<file path="config.mk">
export PLATFORM = sky130hd
export DESIGN_NAME = led_blink_ctrl
export DESIGN_NICKNAME = d
export VERILOG_FILES = /design/src/rtl/led_blink_ctrl.sv
export SDC_FILE = /design/constraint.sdc
export NUM_CORES = 1
export LEC_CHECK = 0
export ABC_AREA = 1
export CAP_MARGIN = 20
export CELL_PAD_IN_SITES_DETAIL_PLACEMENT = 1
export CELL_PAD_IN_SITES_GLOBAL_PLACEMENT = 1
export CORE_ASPECT_RATIO = 1.1
export CORE_MARGIN = 2
export CORE_UTILIZATION = 41
export DETAILED_ROUTE_END_ITERATION = 8
export GPL_TIMING_DRIVEN = 0
export PLACE_DENSITY = 0.77
export SYNTH_ARGS = -nofsm -noshare
export SYNTH_HDL_FRONTEND = slang
export SYNTH_SLANG_ARGS = --single-unit
export TNS_END_PERCENT = 50
</file>
<file path="constraint.sdc">
create_clock -name CLK -period 2.88 [get_ports CLK]
set_input_delay 0.288 -clock CLK [delete_from_list [all_inputs] [get_ports CLK]]
set_output_delay 0.288 -clock CLK [all_outputs]
set_load 0.005 [all_outputs]
</file>
<file path="src/rtl/led_blink_ctrl.sv">
// Multi-channel run-time programmable LED blinker.
// A shared prescaler produces a base tick. Each channel has its own mode, period and
// on-time counted in ticks, and is loaded through a single-cycle config write port.
// Optional brightness control: define LED_PWM_EN to add cfg_bright and a 16-step PWM gate.
module led_blink_ctrl #(
    parameter int unsigned CLK_FREQ  = 50_000_000,
    parameter int unsigned TICK_FREQ = 1000,
    parameter int unsigned NB_CH     = 4,
    parameter int unsigned PER_W     = 16,
    localparam int unsigned CH_W     = (NB_CH > 1) ? $clog2(NB_CH) : 1
) (
    input  logic               CLK,
    input  logic               RST,
    input  logic               cfg_we,
    input  logic [CH_W-1:0]    cfg_ch,
    input  logic [1:0]         cfg_mode,
    input  logic [PER_W-1:0]   cfg_period,
    input  logic [PER_W-1:0]   cfg_duty,
`ifdef LED_PWM_EN
    input  logic [3:0]         cfg_bright,
`endif
    output logic               tick,
    output logic [NB_CH-1:0]   led,
    output logic [NB_CH-1:0]   ch_active,
    output logic [NB_CH-1:0]   done
);

    localparam int unsigned PRESC  = CLK_FREQ / TICK_FREQ;
    localparam int unsigned PCNT_W = (PRESC > 1) ? $clog2(PRESC) : 1;

    typedef enum logic [1:0] {
        ModeOff     = 2'b00,
        ModeOn      = 2'b01,
        ModeBlink   = 2'b10,
        ModeOneshot = 2'b11
    } mode_e;

    logic [PCNT_W-1:0] pcnt;

    assign tick = (pcnt == PCNT_W'(PRESC - 1));

    // Prescaler: counts 0..PRESC-1 and wraps, tick marks the last count
    always_ff @(posedge CLK) begin
        if (RST) begin
            pcnt <= '0;
        end else if (tick) begin
            pcnt <= '0;
        end else begin
            pcnt <= pcnt + PCNT_W'(1);
        end
    end

`ifdef LED_PWM_EN
    logic [3:0] pwm_cnt;

    // Free-running PWM phase counter at clock rate
    always_ff @(posedge CLK) begin
        if (RST) begin
            pwm_cnt <= '0;
        end else begin
            pwm_cnt <= pwm_cnt + 4'd1;
        end
    end
`endif

    for (genvar i = 0; i < NB_CH; i++) begin : g_ch
        mode_e            mode;
        logic [PER_W-1:0] period;
        logic [PER_W-1:0] duty;
        logic [PER_W-1:0] ccnt;
        logic [PER_W-1:0] peff_m1;
        logic [PER_W:0]   ccnt_inc;
        logic             done_r;
        logic             sel;
        logic             base_on;

        // Out-of-range channel numbers never match, so such writes are dropped
        assign sel      = cfg_we && (cfg_ch == CH_W'(i));
        // Period 0 behaves as period 1
        assign peff_m1  = (period == '0) ? '0 : period - PER_W'(1);
        assign ccnt_inc = {1'b0, ccnt} + (PER_W + 1)'(1);

        // Channel state: a write wins over a simultaneous tick and suppresses done
        always_ff @(posedge CLK) begin
            if (RST) begin
                mode   <= ModeOff;
                period <= '0;
                duty   <= '0;
                ccnt   <= '0;
                done_r <= 1'b0;
            end else begin
                done_r <= 1'b0;
                if (sel) begin
                    mode   <= mode_e'(cfg_mode);
                    period <= cfg_period;
                    duty   <= cfg_duty;
                    ccnt   <= '0;
                end else if (tick) begin
                    unique case (mode)
                        ModeBlink: begin
                            ccnt <= (ccnt == peff_m1) ? '0 : ccnt + PER_W'(1);
                        end
                        ModeOneshot: begin
                            if (ccnt_inc >= {1'b0, duty}) begin
                                mode   <= ModeOff;
                                ccnt   <= '0;
                                done_r <= 1'b1;
                            end else begin
                                ccnt <= ccnt + PER_W'(1);
                            end
                        end
                        default: begin
                            ccnt <= '0;
                        end
                    endcase
                end
            end
        end

        assign base_on = (mode == ModeOn) ||
                         (((mode == ModeBlink) || (mode == ModeOneshot)) && (ccnt < duty));

`ifdef LED_PWM_EN
        logic [3:0] bright;

        // Brightness is loaded alongside the other config fields
        always_ff @(posedge CLK) begin
            if (RST) begin
                bright <= 4'd15;
            end else if (sel) begin
                bright <= cfg_bright;
            end
        end

        assign led[i] = base_on && ((bright == 4'd15) || (pwm_cnt < bright));
`else
        assign led[i] = base_on;
`endif

        assign ch_active[i] = (mode != ModeOff);
        assign done[i]      = done_r;
    end

endmodule

</file>
==> Yosys cells after proc, flatten, opt, wreduce, memory -nomap -nowiden <==
Cells that the tools add are included.
{ "word_totals": {"word_cells": 153, "romBits": 0, "latchBits": 0, "n_memories": 0, "ramBits": 0, "register_bits": 220, "out_inout_bits": 13, "input_bits": 39} }
{ "classes": {"multipliers": 0, "n_reduce_logical": 50, "div_mod_pow": 0, "n_mux": 36, "addsub": 13, "n_shift": 0, "eq_ne": 20, "magnitude_cmp": 8, "bitwise": 5} }
{ "op_table": {"columns": ["operator", "count"], "rows": [
  ["$mux 16", 12],
  ["$pmux 16 s2", 4],
  ["$add 16x1->16 const B", 5],
  ["$add 16x1->17 const B", 4],
  ["$ge 17x16->1", 4],
  ["$eq 16x16->1", 4],
  ["$logic_not 16->1", 4],
  ["$lt 16x16->1", 4],
  ["$sub 16x1->16 const B", 4],
  ["$mux 2", 16],
  ["$reduce_bool 2->1", 16],
  ["$eq 2x2->1 const B", 10],
  ["$eq 16x16->1 const B", 1],
  ["$reduce_or 4->1", 4],
  ["$reduce_and 3->1", 4],
  ["$eq 2x1->1 const B", 5],
  ["$reduce_or 2->1", 5],
  ["$logic_and 1x1->1", 8],
  ["$logic_or 1x1->1", 8],
  ["$not 1->1", 5],
  ["$mux 1", 4],
  ["$logic_not 2->1", 1]
]} }

==> Logic depth before layout (Yosys ltp) <==
{ "depth": {"depth_word": 6, "depth_mapped": 21, "mapped_depth_nobuf": 20} }

==> Least setup slack after synthesis <==
OpenSTA, ideal clock, no wires.
{ "synth_timing": {"path_kind": "reg-to-reg", "startpoint": "register g_ch[2].ccnt[0]", "endpoint": "register g_ch[2].ccnt[5]", "setup_ns": 0.071, "path_buffers": 1, "stages_incl_launch_ff": 22, "setup_slack_ns": -0.108, "synth_period_minus_slack_ns": 2.988, "required_ns": 2.809, "arrival_time_ns": 2.917, "cell_sequence": "dfxtp_1 ha_1 nand2_1 nor3_2 nand2_1 nor2_1 nand3_1 nor3_2 nand3_1 xor2_1 inv_1 ha_1 a21oi_1 nor2_1 nor2_1 nand2_1 a21oi_1 nand3b_1 nand2_4 buf_6 nand2_1 a21oi_1"} }
{ "synth_via": {"elab_chain_len": 4, "word_cells_on_any_way": 7, "cone_classes": "add/sub (2); order compare (1); eq/ne (1); mux (3)"} }
{ "synth_rtl": {"columns": ["item", "line", "rtl"], "rows": [
  ["from (decl)", "70", "logic [PER_W-1:0] ccnt;"],
  ["from (signal assigned)", "101", "ccnt <= (ccnt == peff_m1) ? '0 : ccnt + PER_W'(1);"],
  ["from (signal assigned)", "109", "ccnt <= ccnt + PER_W'(1);"],
  ["$add 16x1->17", "81", "assign ccnt_inc = {1'b0, ccnt} + (PER_W + 1)'(1);"],
  ["$ge 17x16->1", "104", "if (ccnt_inc >= {1'b0, duty}) begin"],
  ["$mux 16", "104", null],
  ["$pmux 16 s2 *", "99", "unique case (mode)"]
]} }
Every way passes the cells marked *; elsewhere a longest branch is shown, timed or not.
A chain may end at the register's enable or synchronous reset.

==> Worst setup path in the final report <==
{ "layout_timing": {"startpoint": "register g_ch[1].ccnt[1]", "endpoint": "register g_ch[1].ccnt[2]"} }
{ "layout_via": {"elab_chain_len": 4, "word_cells_on_any_way": 7, "cone_classes": "add/sub (2); order compare (1); eq/ne (1); mux (3)"} }
{ "layout_rtl": {"columns": ["item", "line"], "rows": [
  ["from (decl)", "70"],
  ["from (signal assigned)", "101"],
  ["from (signal assigned)", "109"],
  ["$add 16x1->17", "81"],
  ["$ge 17x16->1", "104"],
  ["$mux 16", "104"],
  ["$pmux 16 s2 *", "99"]
]} }
Marked as above.

==> key figures <==
Clocking
  • Worst-path clk slew: 0.06 ns
  • CTS buffer count: 27
  • H-tree depth: 1
  • CTS root buffer: clkbuf_16
  • Hold-fix buffers, CTS: 0
  • Clock Latency Late Sink: 0.57 ns
  • CTS tree: built
  • Worst-case clock buffer depth: 3
  • CTS Sinks: 220

Critical path
  • Worst setup SP type: register
  • Crit path largest cell delay: 0.39 ns
  • Worst r2r path cells: 22
  • Crit path buf inv count: 6
  • WP data arrival: 3.86 ns
  • Required @ worst endpoint: between 3 and 4 ns
  • Max FO, Critical Path: 4
  • Crit path max-delay family: simple AND/OR/NAND/NOR gates
  • Worst setup path end: g_ch[1].ccnt[2]$_SDFFE_PP0P_
  • Sequence of cells on the critical path: inv_4, nor3_4, nand3_2, nor2_2, nand2_2, inv_2, nand4_1, nor2_2, xor2_1, inv_1, ha_4, nand2_2, inv_2, buf_6, nand3_2, nor2_2, nor3_2, nand4_1, nand2_4, buf_6, nand2_2, a21oi_1
  • Worst setup startpoint: g_ch[1].ccnt[1]$_SDFFE_PP0P_
  • Worst flop-to-flop path endpoint: g_ch[1].ccnt[2]$_SDFFE_PP0P_
  • Worst Setup End Kind: register
  • Critical path depth: 22
  • Worst R2R Setup Slack: -0.50 ns
  • CP Class: register to register
  • Worst R2R Start: g_ch[1].ccnt[1]$_SDFFE_PP0P_
  • Slowest CP cell: dfxtp_4

Yosys
  • Post-synthesis cell area: 15,600 sq um
  • Synthesized area per cell: 6.49 sq um
  • Post-synth EDFFs: 0
  • Share of flip-flops with an asynchronous set or reset: 0%
  • Yosys reg bits: 220
  • Synth area leader: dfxtp_1
  • Net count after synthesis: 2,583
  • Warnings, synthesis: 0
  • Cell variety after synth: 39
  • Synth top area cells: dfxtp_1 (28%), nand2_1 (13%), ha_1 (11%)
  • Post-Syn Instances: 2,407
  • Ys flop type: dfxtp_1
  • Synth top area share: around 28%
  • Sequential-to-total area share from yosys stat: between 20% and 30%

STA
  • Skew final: 0.0128 ns
  • RSZ-0062 raised after global routing: yes
  • Tcrit/Tclk final: 117%
  • Final Hold Fails: 0
  • Min cycle time layout: 3.38 ns
  • Fin worst setup slack: -0.503 ns
  • Final Setup Violations: 77
  • Least-Margin Pin Slew: 0.996 ns
  • Fmax: ~300 MHz
  • Relative slew margins: 33.6%
  • Pins Over Slew Limit: 0

Floorplan
  • Die H: 209 microns
  • Core area: 37,800 sq um
  • Die width: 190 microns
  • Die Area: 39,700 sq um
  • Io pins: 52
  • Row cnt: 75
  • Initial core utilization: between 40% and 50%

Placement
  • # port buffers: 51
  • Dpl hpwl: 45,100 microns
  • Final RePlAce weighted congestion: 0.898
  • Placed instance count: between 2,000 and 3,000
  • Setup Slack @ Placement: -0.790 ns

Route
  • Remaining antenna violation count: 0
  • # DRC: 0
  • Routed len/inst: about 20 microns
  • DRT iter0 DRCs: around 800
  • Avg Vias per Cell: 5.51
  • Post-Route WL: 62,100 microns
  • Drt first pass iters: 5
  • Via count: between 15,000 and 20,000

Cells and area
  • Fin nets: 2,736
  • Layout Cells excl Fill: approximately 3,100
  • P&R area growth vs syn: 24.0%
  • ANT cells: 0
  • Utilization after layout: around half
  • FILL cells: 4,933
  • Ratio of cells with drive above 1 in the final layout: 16.7%
  • Register area: 4470 sq um
  • Multi-input gate area: ~10,000 sq um

Global routing
  • GRT overflow: 0
  • Total GRT Usage: 30.5%
  • Pin count of the biggest net entering global routing: 13
  • Vias in the first global route: about 17,000
  • Initial antenna violation count: 1
  • First-pass GRT wire length: between 90,000 and 100,000 microns

Outcome
  • Status: finished with violations
  • Failing checks: negative setup slack

Power and ir drop
  • Maximum vdd drop: 0.405 mV
  • Overall Power: roughly 8.6 mW
  • Power Dens Cells: 446 nW/um^2
  • Pleak: between 8 and 9 nW

Hold path
  • Worst Hold Path Cells: 1
  • Worst hold path type: register to register

Run
  • # Max-Cap Violations: 0
[per-layer routing]
layer | track usage, % | up-vias | wire length (microns)
met5 | 0 | - | 0
met4 | 15.0 | 0 | 3520
met3 | 3.46 | 156 | 2350
met2 | 53.0 | 367 | 30000
met1 | 37.1 | 8280 | 26100
li1 | - | 8146 | -
[worst min path at each step]
stage	startpoint	to	slack, ns
after floorplan	pcnt[0]$_SDFF_PP0_	pcnt[0]$_SDFF_PP0_	0.42
after global placement	pcnt[0]$_SDFF_PP0_	pcnt[0]$_SDFF_PP0_	0.43
after detailed placement	pcnt[0]$_SDFF_PP0_	pcnt[0]$_SDFF_PP0_	0.45
after CTS	pcnt[0]$_SDFF_PP0_	pcnt[0]$_SDFF_PP0_	0.46
after global routing	pcnt[0]$_SDFF_PP0_	pcnt[0]$_SDFF_PP0_	0.50
final	pcnt[0]$_SDFF_PP0_	pcnt[0]$_SDFF_PP0_	0.45
[registers in the layout, indices dropped and copies added (netlist names)]
register	cells
g_ch.period	64
g_ch.mode	8
pcnt	16
g_ch.ccnt	64
g_ch.duty	64
g_ch.done_r	4
[cell type report]
cell class | count | share of cell area (%)
plain buffers | 89 | 2.47
clock buffers | 36 | 3.92
clock inverters | 11 | 0.710
inverters | 341 | 6.69
multi-input cells | 1757 | 53.9
flip-flops and latches | 220 | 23.1
well taps | 500 | 3.23
repair buffers | 124 | 6.04
[worst reg2reg max path, cell delays in order (launching register included)]
cell and delay [ns]:
dfxtp_4 0.39, inv_4 0.05, nor3_4 0.21, nand3_2 0.11, nor2_2 0.12, nand2_2 0.09, inv_2 0.09, nand4_1 0.15
nor2_2 0.15, xor2_1 0.22, inv_1 0.13, ha_4 0.26, nand2_2 0.06, inv_2 0.04, buf_6 0.10, nand3_2 0.06
nor2_2 0.04, nor3_2 0.25, nand4_1 0.20, nand2_4 0.20, buf_6 0.15, nand2_2 0.06, a21oi_1 0.15
[kinds of logic after synthesis]
group,Yosys count,synth area share (%)
and+or+nand+nor,1112,31.4
AOI/OAI and AO/OA,453,15.2
buffers and inverters,430,11.2
DFF,220,28.2
adders and majority gates,137,11.0
xor gates and xnor gates,55,3.08
[per-stage QoR]
step                      hold WS [ns]  setup TNS (ns)  area [sq um]
after floorplan                  0.418          -0.454         15700
after global placement           0.429          -32.94         16800
after detailed placement         0.447          -41.92         16800
after CTS                        0.456          -16.89         18900
after global routing             0.501          -38.33         19400
final                            0.451          -22.76         19400
[repair_timing]
| item | in CTS | in global routing |
|---|---|---|
| setup buffers | 49 | 21 |
| gates cloned | 4 | 0 |
| gates resized for setup | 191 | 88 |
| pin swaps | 62 | 64 |
| endpoints found under the setup margin | 81 | 81 |
[cell usage in the layout, fill, tap and decap left out, drive strengths merged, types with 6 or more instances in the layout]
| cell | count |
|---|---|
| nand4 | 74 |
| clkdlybuf4s50 | 49 |
| nor3 | 35 |
| ha | 137 |
| o21a | 8 |
| inv | 340 |
| o211ai | 12 |
| a21oi | 260 |
| nor4 | 6 |
| nand2 | 540 |
| clkbuf | 98 |
| dfxtp | 220 |
| o21ai | 167 |
| nand3b | 7 |
| nand3 | 162 |
| nor2 | 273 |
| buf | 102 |
| xor2 | 53 |
[Yosys cell counts, types with 7 or more instances]
cell type	count
a21oi_1	250
a21oi_2	10
buf_2	7
buf_4	8
buf_6	11
clkbuf_1	62
dfxtp_1	220
ha_1	137
inv_1	334
inv_2	7
nand2_1	522
nand2_2	15
nand3_1	156
nand3b_1	7
nand4_1	73
nor2_1	248
nor2_2	22
nor3_1	27
nor3_2	8
o211ai_1	12
o21a_1	8
o21ai_0	166
xor2_1	53
[power by group]
group          switching [mW]  internal (mW)  total [mW]
registers              0.0728           3.13        3.20
logic                    1.23          0.637        1.86
clock network            1.46           2.10        3.57
total                    2.76           5.87        8.63
Note: power is estimated with default switching activity, not from simulation.
